## src/rtl/cmd_defs.sv

```systemverilog
// rtl/cmd_defs.sv - shared constants, opcodes and FSM state encoding for cmd_parser
package cmd_defs;

  localparam logic [7:0] SYNC_BYTE_DEFAULT = 8'hA5;

  localparam logic [7:0] OP_IDLE    = 8'h01;
  localparam logic [7:0] OP_COLLECT = 8'h02;
  localparam logic [7:0] OP_TX      = 8'h03;
  localparam logic [7:0] OP_RX      = 8'h04;
  localparam logic [7:0] OP_OFFSET  = 8'h05;
  localparam logic [7:0] OP_RESET   = 8'h06;

  typedef enum logic [2:0] {
    ST_HUNT   = 3'd0,
    ST_OP     = 3'd1,
    ST_ARG_HI = 3'd2,
    ST_ARG_LO = 3'd3,
    ST_CHK    = 3'd4
  } parser_state_e;

endpackage

```

## src/rtl/byte_timeout.sv

```systemverilog
// rtl/byte_timeout.sv - inter-byte gap counter used by cmd_parser when CMD_TIMEOUT_EN is defined
module byte_timeout #(
  parameter int CYCLES = 480000
) (
  input  logic clk,
  input  logic rst_n,
  input  logic clear,
  output logic expired
);

  localparam int CW = (CYCLES > 1) ? $clog2(CYCLES) : 1;

  logic [CW-1:0] count_q;
  logic [CW-1:0] count_d;

  // Count idle cycles; any clear request restarts the gap measurement
  always_comb begin
    count_d = clear ? '0 : count_q + CW'(1);
  end

  // Counter register
  always_ff @(posedge clk or negedge rst_n) begin
    if (!rst_n) count_q <= '0;
    else        count_q <= count_d;
  end

  assign expired = (count_q == CW'(CYCLES - 1));

endmodule

```

## src/rtl/cmd_parser.sv

```systemverilog
// rtl/cmd_parser.sv - frames UART bytes into checked commands; optional gap timeout via CMD_TIMEOUT_EN
module cmd_parser
  import cmd_defs::*;
#(
  parameter logic [7:0] SYNC_BYTE      = SYNC_BYTE_DEFAULT,
  parameter logic [7:0] OPCODE_MAX     = OP_RESET,
  parameter int         TIMEOUT_CYCLES = 480000
) (
  input  logic        CLK_48MHZ,
  input  logic        RESET_N,
  input  logic [7:0]  RX_DATA,
  input  logic        RX_VALID,
  output logic [7:0]  CMD,
  output logic [15:0] CMD_ARG,
  output logic        CMD_VALID,
  output logic        CMD_ERR,
  output logic [7:0]  ERR_COUNT
);

  parser_state_e state_q, state_d;

  logic [7:0]  op_q, op_d;
  logic [7:0]  arg_hi_q, arg_hi_d;
  logic [7:0]  arg_lo_q, arg_lo_d;
  logic [7:0]  chk_q, chk_d;
  logic [7:0]  cmd_q, cmd_d;
  logic [15:0] cmd_arg_q, cmd_arg_d;
  logic        cmd_valid_q, cmd_valid_d;
  logic        cmd_err_q, cmd_err_d;
  logic [7:0]  err_count_q, err_count_d;

  logic frame_good;
  logic timeout_fire;
  logic err_fire;

`ifdef CMD_TIMEOUT_EN
  logic timeout_expired;

  byte_timeout #(
    .CYCLES (TIMEOUT_CYCLES)
  ) u_byte_timeout (
    .clk     (CLK_48MHZ),
    .rst_n   (RESET_N),
    .clear   (RX_VALID || (state_q == ST_HUNT) || timeout_fire),
    .expired (timeout_expired)
  );

  // A byte arriving on the expiry cycle takes priority over the timeout
  assign timeout_fire = timeout_expired && !RX_VALID && (state_q != ST_HUNT);
`else
  logic unused_timeout_cfg;
  assign unused_timeout_cfg = (TIMEOUT_CYCLES != 0);
  assign timeout_fire       = 1'b0;
`endif

  assign frame_good = (RX_DATA == chk_q) && (op_q >= OP_IDLE) && (op_q <= OPCODE_MAX);

  // FSM state register
  always_ff @(posedge CLK_48MHZ or negedge RESET_N) begin
    if (!RESET_N) state_q <= ST_HUNT;
    else          state_q <= state_d;
  end

  // Next state: advance one field per received byte; SYNC mid-frame is plain data
  always_comb begin
    state_d = state_q;
    if (RX_VALID) begin
      case (state_q)
        ST_HUNT:   if (RX_DATA == SYNC_BYTE) state_d = ST_OP;
        ST_OP:     state_d = ST_ARG_HI;
        ST_ARG_HI: state_d = ST_ARG_LO;
        ST_ARG_LO: state_d = ST_CHK;
        ST_CHK:    state_d = ST_HUNT;
        default:   state_d = ST_HUNT;
      endcase
    end else if (timeout_fire) begin
      state_d = ST_HUNT;
    end
  end

  // Outputs and shadow registers: latch fields, accumulate checksum, judge the frame
  always_comb begin
    op_d        = op_q;
    arg_hi_d    = arg_hi_q;
    arg_lo_d    = arg_lo_q;
    chk_d       = chk_q;
    cmd_d       = cmd_q;
    cmd_arg_d   = cmd_arg_q;
    cmd_valid_d = 1'b0;
    err_fire    = timeout_fire;
    if (RX_VALID) begin
      case (state_q)
        ST_HUNT: begin
          if (RX_DATA == SYNC_BYTE) chk_d = 8'h00;
        end
        ST_OP: begin
          op_d  = RX_DATA;
          chk_d = chk_q ^ RX_DATA;
        end
        ST_ARG_HI: begin
          arg_hi_d = RX_DATA;
          chk_d    = chk_q ^ RX_DATA;
        end
        ST_ARG_LO: begin
          arg_lo_d = RX_DATA;
          chk_d    = chk_q ^ RX_DATA;
        end
        ST_CHK: begin
          if (frame_good) begin
            cmd_d       = op_q;
            cmd_arg_d   = {arg_hi_q, arg_lo_q};
            cmd_valid_d = 1'b1;
          end else begin
            err_fire = 1'b1;
          end
        end
        default: ;
      endcase
    end
    cmd_err_d   = err_fire;
    err_count_d = (err_fire && (err_count_q != 8'hFF)) ? err_count_q + 8'd1 : err_count_q;
  end

  // Datapath and output registers
  always_ff @(posedge CLK_48MHZ or negedge RESET_N) begin
    if (!RESET_N) begin
      op_q        <= 8'h00;
      arg_hi_q    <= 8'h00;
      arg_lo_q    <= 8'h00;
      chk_q       <= 8'h00;
      cmd_q       <= 8'h00;
      cmd_arg_q   <= 16'h0000;
      cmd_valid_q <= 1'b0;
      cmd_err_q   <= 1'b0;
      err_count_q <= 8'h00;
    end else begin
      op_q        <= op_d;
      arg_hi_q    <= arg_hi_d;
      arg_lo_q    <= arg_lo_d;
      chk_q       <= chk_d;
      cmd_q       <= cmd_d;
      cmd_arg_q   <= cmd_arg_d;
      cmd_valid_q <= cmd_valid_d;
      cmd_err_q   <= cmd_err_d;
      err_count_q <= err_count_d;
    end
  end

  assign CMD       = cmd_q;
  assign CMD_ARG   = cmd_arg_q;
  assign CMD_VALID = cmd_valid_q;
  assign CMD_ERR   = cmd_err_q;
  assign ERR_COUNT = err_count_q;

endmodule

```

## config.mk

```make
export PLATFORM = sky130hd
export DESIGN_NAME = cmd_parser
export DESIGN_NICKNAME = d
export VERILOG_FILES = /design/src/rtl/cmd_defs.sv /design/src/rtl/byte_timeout.sv /design/src/rtl/cmd_parser.sv
export SDC_FILE = /design/constraint.sdc
export NUM_CORES = 1
export LEC_CHECK = 0
export BUFFER_PORTS_ARGS = -buffer_cell sky130_fd_sc_hd__clkbuf_2
export CAP_MARGIN = 20
export CORE_MARGIN = 4
export CORE_UTILIZATION = 49
export DETAILED_ROUTE_END_ITERATION = 8
export PLACE_DENSITY_LB_ADDON = 0.3
export REMOVE_ABC_BUFFERS = 1
export SKIP_LAST_GASP = 1
export SLEW_MARGIN = 0
export SYNTH_ARGS = -nofsm -noshare
export SYNTH_HDL_FRONTEND = slang
export SYNTH_SLANG_ARGS = --single-unit
export TNS_END_PERCENT = 50
```

## constraint.sdc

```tcl
create_clock -name CLK_48MHZ -period 3.4 [get_ports CLK_48MHZ]
set_clock_uncertainty 0.05 [all_clocks]
set_input_delay 0.17 -clock CLK_48MHZ [delete_from_list [all_inputs] [get_ports CLK_48MHZ]]
set_output_delay 0.17 -clock CLK_48MHZ [all_outputs]
set_load 0.03 [all_outputs]
```

==> flow_metrics.py, run 1 <==
metrics = {
    "die": {
        "ios": 45,
        "die_x_um": 85.8,
        "die_h_um": 85.8,
        "initial_core_util_pct": 50.4,
        "rows": 28,
        "coreArea_sq_mm": 0.00589,
        "design.die.area_sq_mm": 0.00737,
    },
    "logic_synthesis": {
        "synth_edf_count": 0,
        "syn_area_sq_mm": 0.00297,
        "yosysUniqueCellTypes": 36,
        "synth_ff_type": "dfrtp_1",
        "synth_cells": 221,
        "yosys_warnings": 0,
        "synthArstFlopShare_pct": 100,
        "ys_seq_elements": 69,
        "syn_area_per_cell_sq_um": 13.4,
        "yosysSeqAreaShare_pct": 58.2,
    },
    "clock_tree": {
        "htreeDepth": 3,
        "cts.clk_slew.worst_paths_ns": 0.08,
        "clk_latency_ns": 0.34,
        "root_buffer": "clkbuf_8",
        "cts.path.max_buffers": 2,
        "cts_buffers": 9,
        "cts_sinks": 69,
        "cts_tree": "done",
        "postCtsResizedCells": 0,
    },
    "placed_design": {
        "placed_cells": 337,
        "io_buffers": 44,
        "place_congestion": 0.757,
        "hpwl_um": 3800,
    },
    "critical_path": {
        "cp-startpoint": "op_q[6]",
        "crit_type": "register to register",
        "rr_startpoint": "op_q[6]",
        "path_cells": "or4_1, or4_4, nor3_4, nand2_4, mux2_1",
        "end_kind": "register",
        "cp_slowest_stage_delay_ns": 0.57,
        "path_max_fanout": 25,
        "crit_slowest_cell": "or4_4",
        "worstPathArrival_ns": 2.72,
        "path_buf_inv": 0,
        "path_delay_family": "simple AND/OR/NAND/NOR gates",
        "startpoint_type": "register",
        "cp.required_ns": 3.57,
    },
    "route": {
        "drt_wl_total_um": 5560,
        "vias": 1865,
        "drt-initial-drc-count": 77,
        "drtAntennaViolNets": 0,
        "firstDrtPassIters": 4,
        "via_per_inst": 5.25,
        "drc_errors": 0,
        "avgRoutedWirePerCell_um": 15.7,
    },
    "final_layout": {
        "multi_input_comb_area_sq_mm": 0.00119,
        "instances_no_fill": 355,
        "final_common_cell": "dfrtp_1",
        "layout-drive-gt1-share_pct": 39.6,
        "diodes": 0,
        "nets": 287,
        "area_growth_pct": 19.3,
        "final_core_util_pct": 60.1,
        "num-fill-cells": 482,
        "final_cell_mix": "dfrtp_1, clkbuf_2, mux2_2",
        "seqCellArea_sq_mm": 0.00173,
    },
    "sta": {
        "setup_viol": 0,
        "period_share_pct": 75.1,
        "maxSlewViolCount": 0,
        "fin_setup_tns_ns": 0,
        "tightest_slew_ns": 1.05,
        "rsz0062_at_grt": "no",
        "finalHoldViolCount": 0,
        "slew_headroom_pct": 29.2,
        "fin_crit_ns": 2.55,
        "clock.fmax_mhz": 391,
    },
    "global_routing": {
        "use_met3_pct": 3.46,
        "grt_max_degree": 49,
        "grt_pass1_vias": 1850,
        "grt_pass1_wl_um": 9540,
        "use_met2_pct": 26.6,
        "grt_overflow": 0,
        "antenna_found_initial": 0,
        "track_usage_pct": 17.3,
        "grt_busiest_layer": "met2",
        "grtUsageMet1_pct": 23.5,
    },
    "power_and_ir_drop": {
        "ir_drop_mv": 0.456,
        "p_per_area_mw_per_mm2": 734,
        "leakage_nw": 1.78,
    },
    "status": {
        "status": "complete, no violations",
    },
    "min_path": {
        "hold_class": "input pin to register",
        "min-delay-start": "RX_VALID",
    },
    "flow_run": {
        "drv_cap": 0,
    },
}
## synth_stat cells (3+ instances only)
cell type,number,area (sq um)
dfrtp_1,69,1730
mux2_2,25,282
o21ai_0,21,105
mux2_4,15,225
nor2_1,10,37.5
nand2b_1,8,50.1
xnor2_1,8,70.1
nand2_1,6,22.5
and2_1,5,31.3
inv_1,5,18.8
mux2_1,5,56.3
nor3_1,5,25.0
xor2_1,5,43.8
nand4_1,4,25.0
and3_1,3,18.8
clkbuf_1,3,11.3
nand3_1,3,15.0
## final cells by class
cell class,instances,share of cell area (%)
multi-input combinational,142,33.6
clock inverter,7,3.46
clock buffer,9,3.50
tap,75,2.65
sequential,69,48.8
inverter,5,0.530
timing repair buffer,48,7.49
## cells by family after synthesis
| group | share of synthesized area, % |
|---|---|
| DFF | 58.2 |
| and+or+nand+nor | 11.3 |
| muxes | 19.3 |
| AOI/OAI and AO/OA | 5.14 |
| xor gates and xnor gates | 3.84 |
| buffers and inverters | 1.77 |
| adders and majority gates | 0.422 |
## power breakdown
| part | switching [W] | internal (W) |
|---|---|---|
| Combinational | 0.000306 | 0.000299 |
| Clock | 0.000317 | 0.000491 |
| Sequential | 0.000149 | 0.00104 |
## registers in the layout (all words and copies together) (netlist names)
register   cells
ERR_COUNT      8
chk_q          8
arg_lo_q       8
CMD            8
op_q           8
CMD_ERR        1
state_q        3
CMD_ARG       16
arg_hi_q       8
CMD_VALID      1
## final timing paths
check / endpoint / slack [ns] / cells after the start
worst max-delay path: CMD_ARG[1] / 0.85 / 5
worst min-delay path: state_q[0] / 0.08 / 2
worst max register to register: CMD_ARG[1] / 0.85 / 5
worst min register to register: CMD[4] / 0.43 / 1
max in group asynchronous: arg_hi_q[4] / 2.25 / 4
min in group asynchronous: CMD[5] / 0.26 / 2
## what timing repair did
| action | in CTS | in global routing |
|---|---|---|
| buffers inserted | 0 | 0 |
| endpoints found under the setup margin | 0 | 0 |
| hold buffers | 1 | 0 |
| endpoints found under the hold margin | 46 | 0 |
## layer usage
metal  wire (um)  share of wire, %
met2        2680                48
met4         103               1.9
met3         227               4.1
met5           0                 0
met1        2560                46
## stage by stage
step,hold WS [ns],total power (W),worst slack [ns],instance area (sq um)
after floorplan,-0.176,0.00163,1.01,2930
after global placement,0.356,0.00177,0.881,3260
after detailed placement,0.357,0.00181,0.829,3260
after CTS,0.0531,0.00263,0.821,3520
after global routing,0.0779,0.00277,0.735,3540
final,0.0791,0.00260,0.845,3540
(Power assumes the default switching activity.)
==> run 2: changes to the inputs <==
ABC_AREA = 1   (was default)
clock period = 2.5 ns   (was 3.4 ns; I/O delays follow)
==> flow_metrics.py, run 2 <==
metrics = {
    "clock_tree": {
        "cts_sinks": 69,
        "cts.clk_slew.worst_paths_ns": 0.07,
        "cts_buffers": 9,
        "clk_latency_ns": 0.34,
        "cts.path.max_buffers": 2,
        "htreeDepth": 3,
        "root_buffer": "clkbuf_8",
        "cts_tree": "done",
    },
    "die": {
        "rows": 29,
        "die_h_um": 88.5,
        "design.die.area_sq_mm": 0.00782,
        "initial_core_util_pct": 50.2,
        "coreArea_sq_mm": 0.00631,
        "die_x_um": 88.5,
        "ios": 45,
    },
    "sta": {
        "slew_headroom_pct": 43.4,
        "setup_ws_ns": 0.661,
        "tightest_slew_ns": 0.849,
        "fin_setup_tns_ns": 0,
        "setup_viol": 0,
        "fin_hold_ws_ns": 0.0319,
        "finalHoldViolCount": 0,
        "period_share_pct": 73.6,
        "clock.fmax_mhz": 544,
        "maxSlewViolCount": 0,
        "rsz0062_at_grt": "no",
        "fin_crit_ns": 1.84,
    },
    "status": {
        "status": "complete, no violations",
    },
    "min_path": {
        "min-delay-start": "RX_DATA[3]",
        "hold_class": "input pin to register",
    },
    "flow_run": {
        "drv_cap": 0,
    },
    "placed_design": {
        "io_buffers": 44,
        "place_ws_ns": 0.618,
        "place_congestion": 0.804,
        "hpwl_um": 4390,
    },
    "power_and_ir_drop": {
        "leakage_nw": 1.99,
        "internal_power_w": 0.00214,
        "p_seq_share_pct": 48.7,
        "p_clk_share_pct": 26.1,
        "p_switching_w": 0.00118,
        "p_per_area_mw_per_mm2": 927,
        "p_comb_share_pct": 25.2,
        "ir_drop_mv": 0.549,
        "swShare_pct": 35.6,
    },
    "final_layout": {
        "diodes": 0,
        "area_growth_pct": 12.7,
        "seqCellArea_sq_mm": 0.00173,
        "nets": 424,
        "multi_input_comb_area_sq_mm": 0.00118,
        "largest_reg_flops": 16,
        "num-fill-cells": 604,
        "final_common_cell": "nand2_1",
        "layout-drive-gt1-share_pct": 20.9,
        "final_cell_mix": "nand2_1, dfrtp_1, clkbuf_2",
    },
    "critical_path": {
        "rr_startpoint": "op_q[4]",
        "path_max_fanout": 20,
        "crit_type": "register to register",
        "cp.required_ns": 2.68,
        "worstPathArrival_ns": 2.01,
        "end_kind": "register",
        "cp-startpoint": "op_q[4]",
        "startpoint_type": "register",
    },
    "logic_synthesis": {
        "synth_edf_count": 0,
        "synth_commonest_cells": "nand2_1, dfrtp_1, nand4_1",
        "synth_most_common_cell": "nand2_1",
        "yosys_warnings": 0,
        "synth_cells": 367,
        "yosys-top-cells-area": "dfrtp_1, nand2_1, nand4_1",
        "ys_seq_elements": 69,
        "synth_ff_type": "dfrtp_1",
        "synth_top_cell_area_share_pct": 54.4,
        "yosysUniqueCellTypes": 25,
        "syn_area_per_cell_sq_um": 8.64,
        "syn_area_sq_mm": 0.00317,
        "synthArstFlopShare_pct": 100,
        "yosysSeqAreaShare_pct": 54.4,
        "synth_top_cell_by_area": "dfrtp_1",
    },
    "global_routing": {
        "track_usage_pct": 17.8,
        "grt_pass1_vias": 2356,
        "grt_max_degree": 70,
        "grt_pass1_wl_um": 10800,
        "antenna_found_initial": 0,
        "grt_overflow": 0,
    },
    "route": {
        "routed.top_layer": "met4",
        "drtAntennaViolNets": 0,
        "vias": 2517,
        "avgRoutedWirePerCell_um": 12.7,
        "wl_met1_um": 3000,
        "drt-initial-drc-count": 142,
        "via_per_inst": 5.11,
        "firstDrtPassIters": 4,
        "wl_met3_um": 397,
        "drt_wl_total_um": 6280,
        "dr_wl_met2_um": 2840,
        "drc_errors": 0,
    },
}
[run 2: cell types whose count changed after synthesis, sizes merged, moves of 3 or more]
cell	change
and2	-4
and3	-3
buf	+10
inv	+30
mux2	-45
nand2	+135
nand2b	-8
nand3	+11
nand4	+34
nor2	+9
nor3	-5
o21ai	+3
xnor2	-8
[run 2: worst paths after layout]
kind	end	slack, ns	cells after the start
setup / recovery	CMD[6]	0.66	7
hold / removal	arg_lo_q[3]	0.03	3
setup reg to reg	CMD[6]	0.66	7
hold reg to reg	CMD_ARG[5]	0.42	2
max in group asynchronous	chk_q[7]	1.39	3
min in group asynchronous	CMD[7]	0.47	3
[run 2: layer usage]
layer  global-route usage, %  up-vias
met5                       0        -
met2                    26.4       69
met4                    7.28        0
met1                    25.4     1165
li1                        -     1279
met3                    4.00        4
[run 2: critical path: stages (launching register included)]
cell,delay (ns)
dfrtp_1,0.38
nor2_1,0.11
nand3b_1,0.11
nor2_1,0.11
and2_4,0.28
nand3_2,0.39
inv_2,0.23
nor2_1,0.06
[run 2: what timing repair did]
| item | 4_1_cts | 5_1_grt |
|---|---|---|
| resized for setup | 0 | 0 |
| buffers inserted | 0 | 0 |
| hold endpoints to repair | 69 | 0 |
| endpoints found under the setup margin | 0 | 0 |
| hold buffers | 1 | 0 |
[run 2: cell families (layout without fill, tap and decap cells)]
logic type,after synthesis,after routing,synth area share [%]
simple gates,219,219,31.7
flops,69,69,54.4
buf+inv,49,98,8.40
compound gates,25,25,3.94
xor+xnor,4,4,1.10
fa+ha+maj,1,1,0.394
[run 2: power groups by stage]
stage | clock network [W] | registers, W | logic [W]
global route | 0.000942 | 0.00165 | 0.000994
floorplan | 0 | 0.00162 | 0.000604
detailed placement | 0 | 0.00163 | 0.000846
global placement | 0 | 0.00161 | 0.000819
finish | 0.000865 | 0.00161 | 0.000837
CTS | 0.000885 | 0.00161 | 0.000848
[run 2: final cells by class]
cell class | instances | share of cell area (%)
well taps | 77 | 2.70
clock buffers | 9 | 3.47
clock inverters | 6 | 1.82
repair buffers | 48 | 7.07
inverters | 35 | 3.68
multi-input cells | 249 | 33.0
flip-flops and latches | 69 | 48.3
[run 2: through the flow]
stage	util (%)	total power [W]	cells	area (sq um)
global route	56.6	0.00359	493	3570
detailed placement	53.5	0.00248	477	3380
CTS	56.6	0.00335	493	3570
global placement	53.5	0.00243	477	3380
floorplan	-	0.00223	353	3040
finish	56.6	0.00331	493	3570
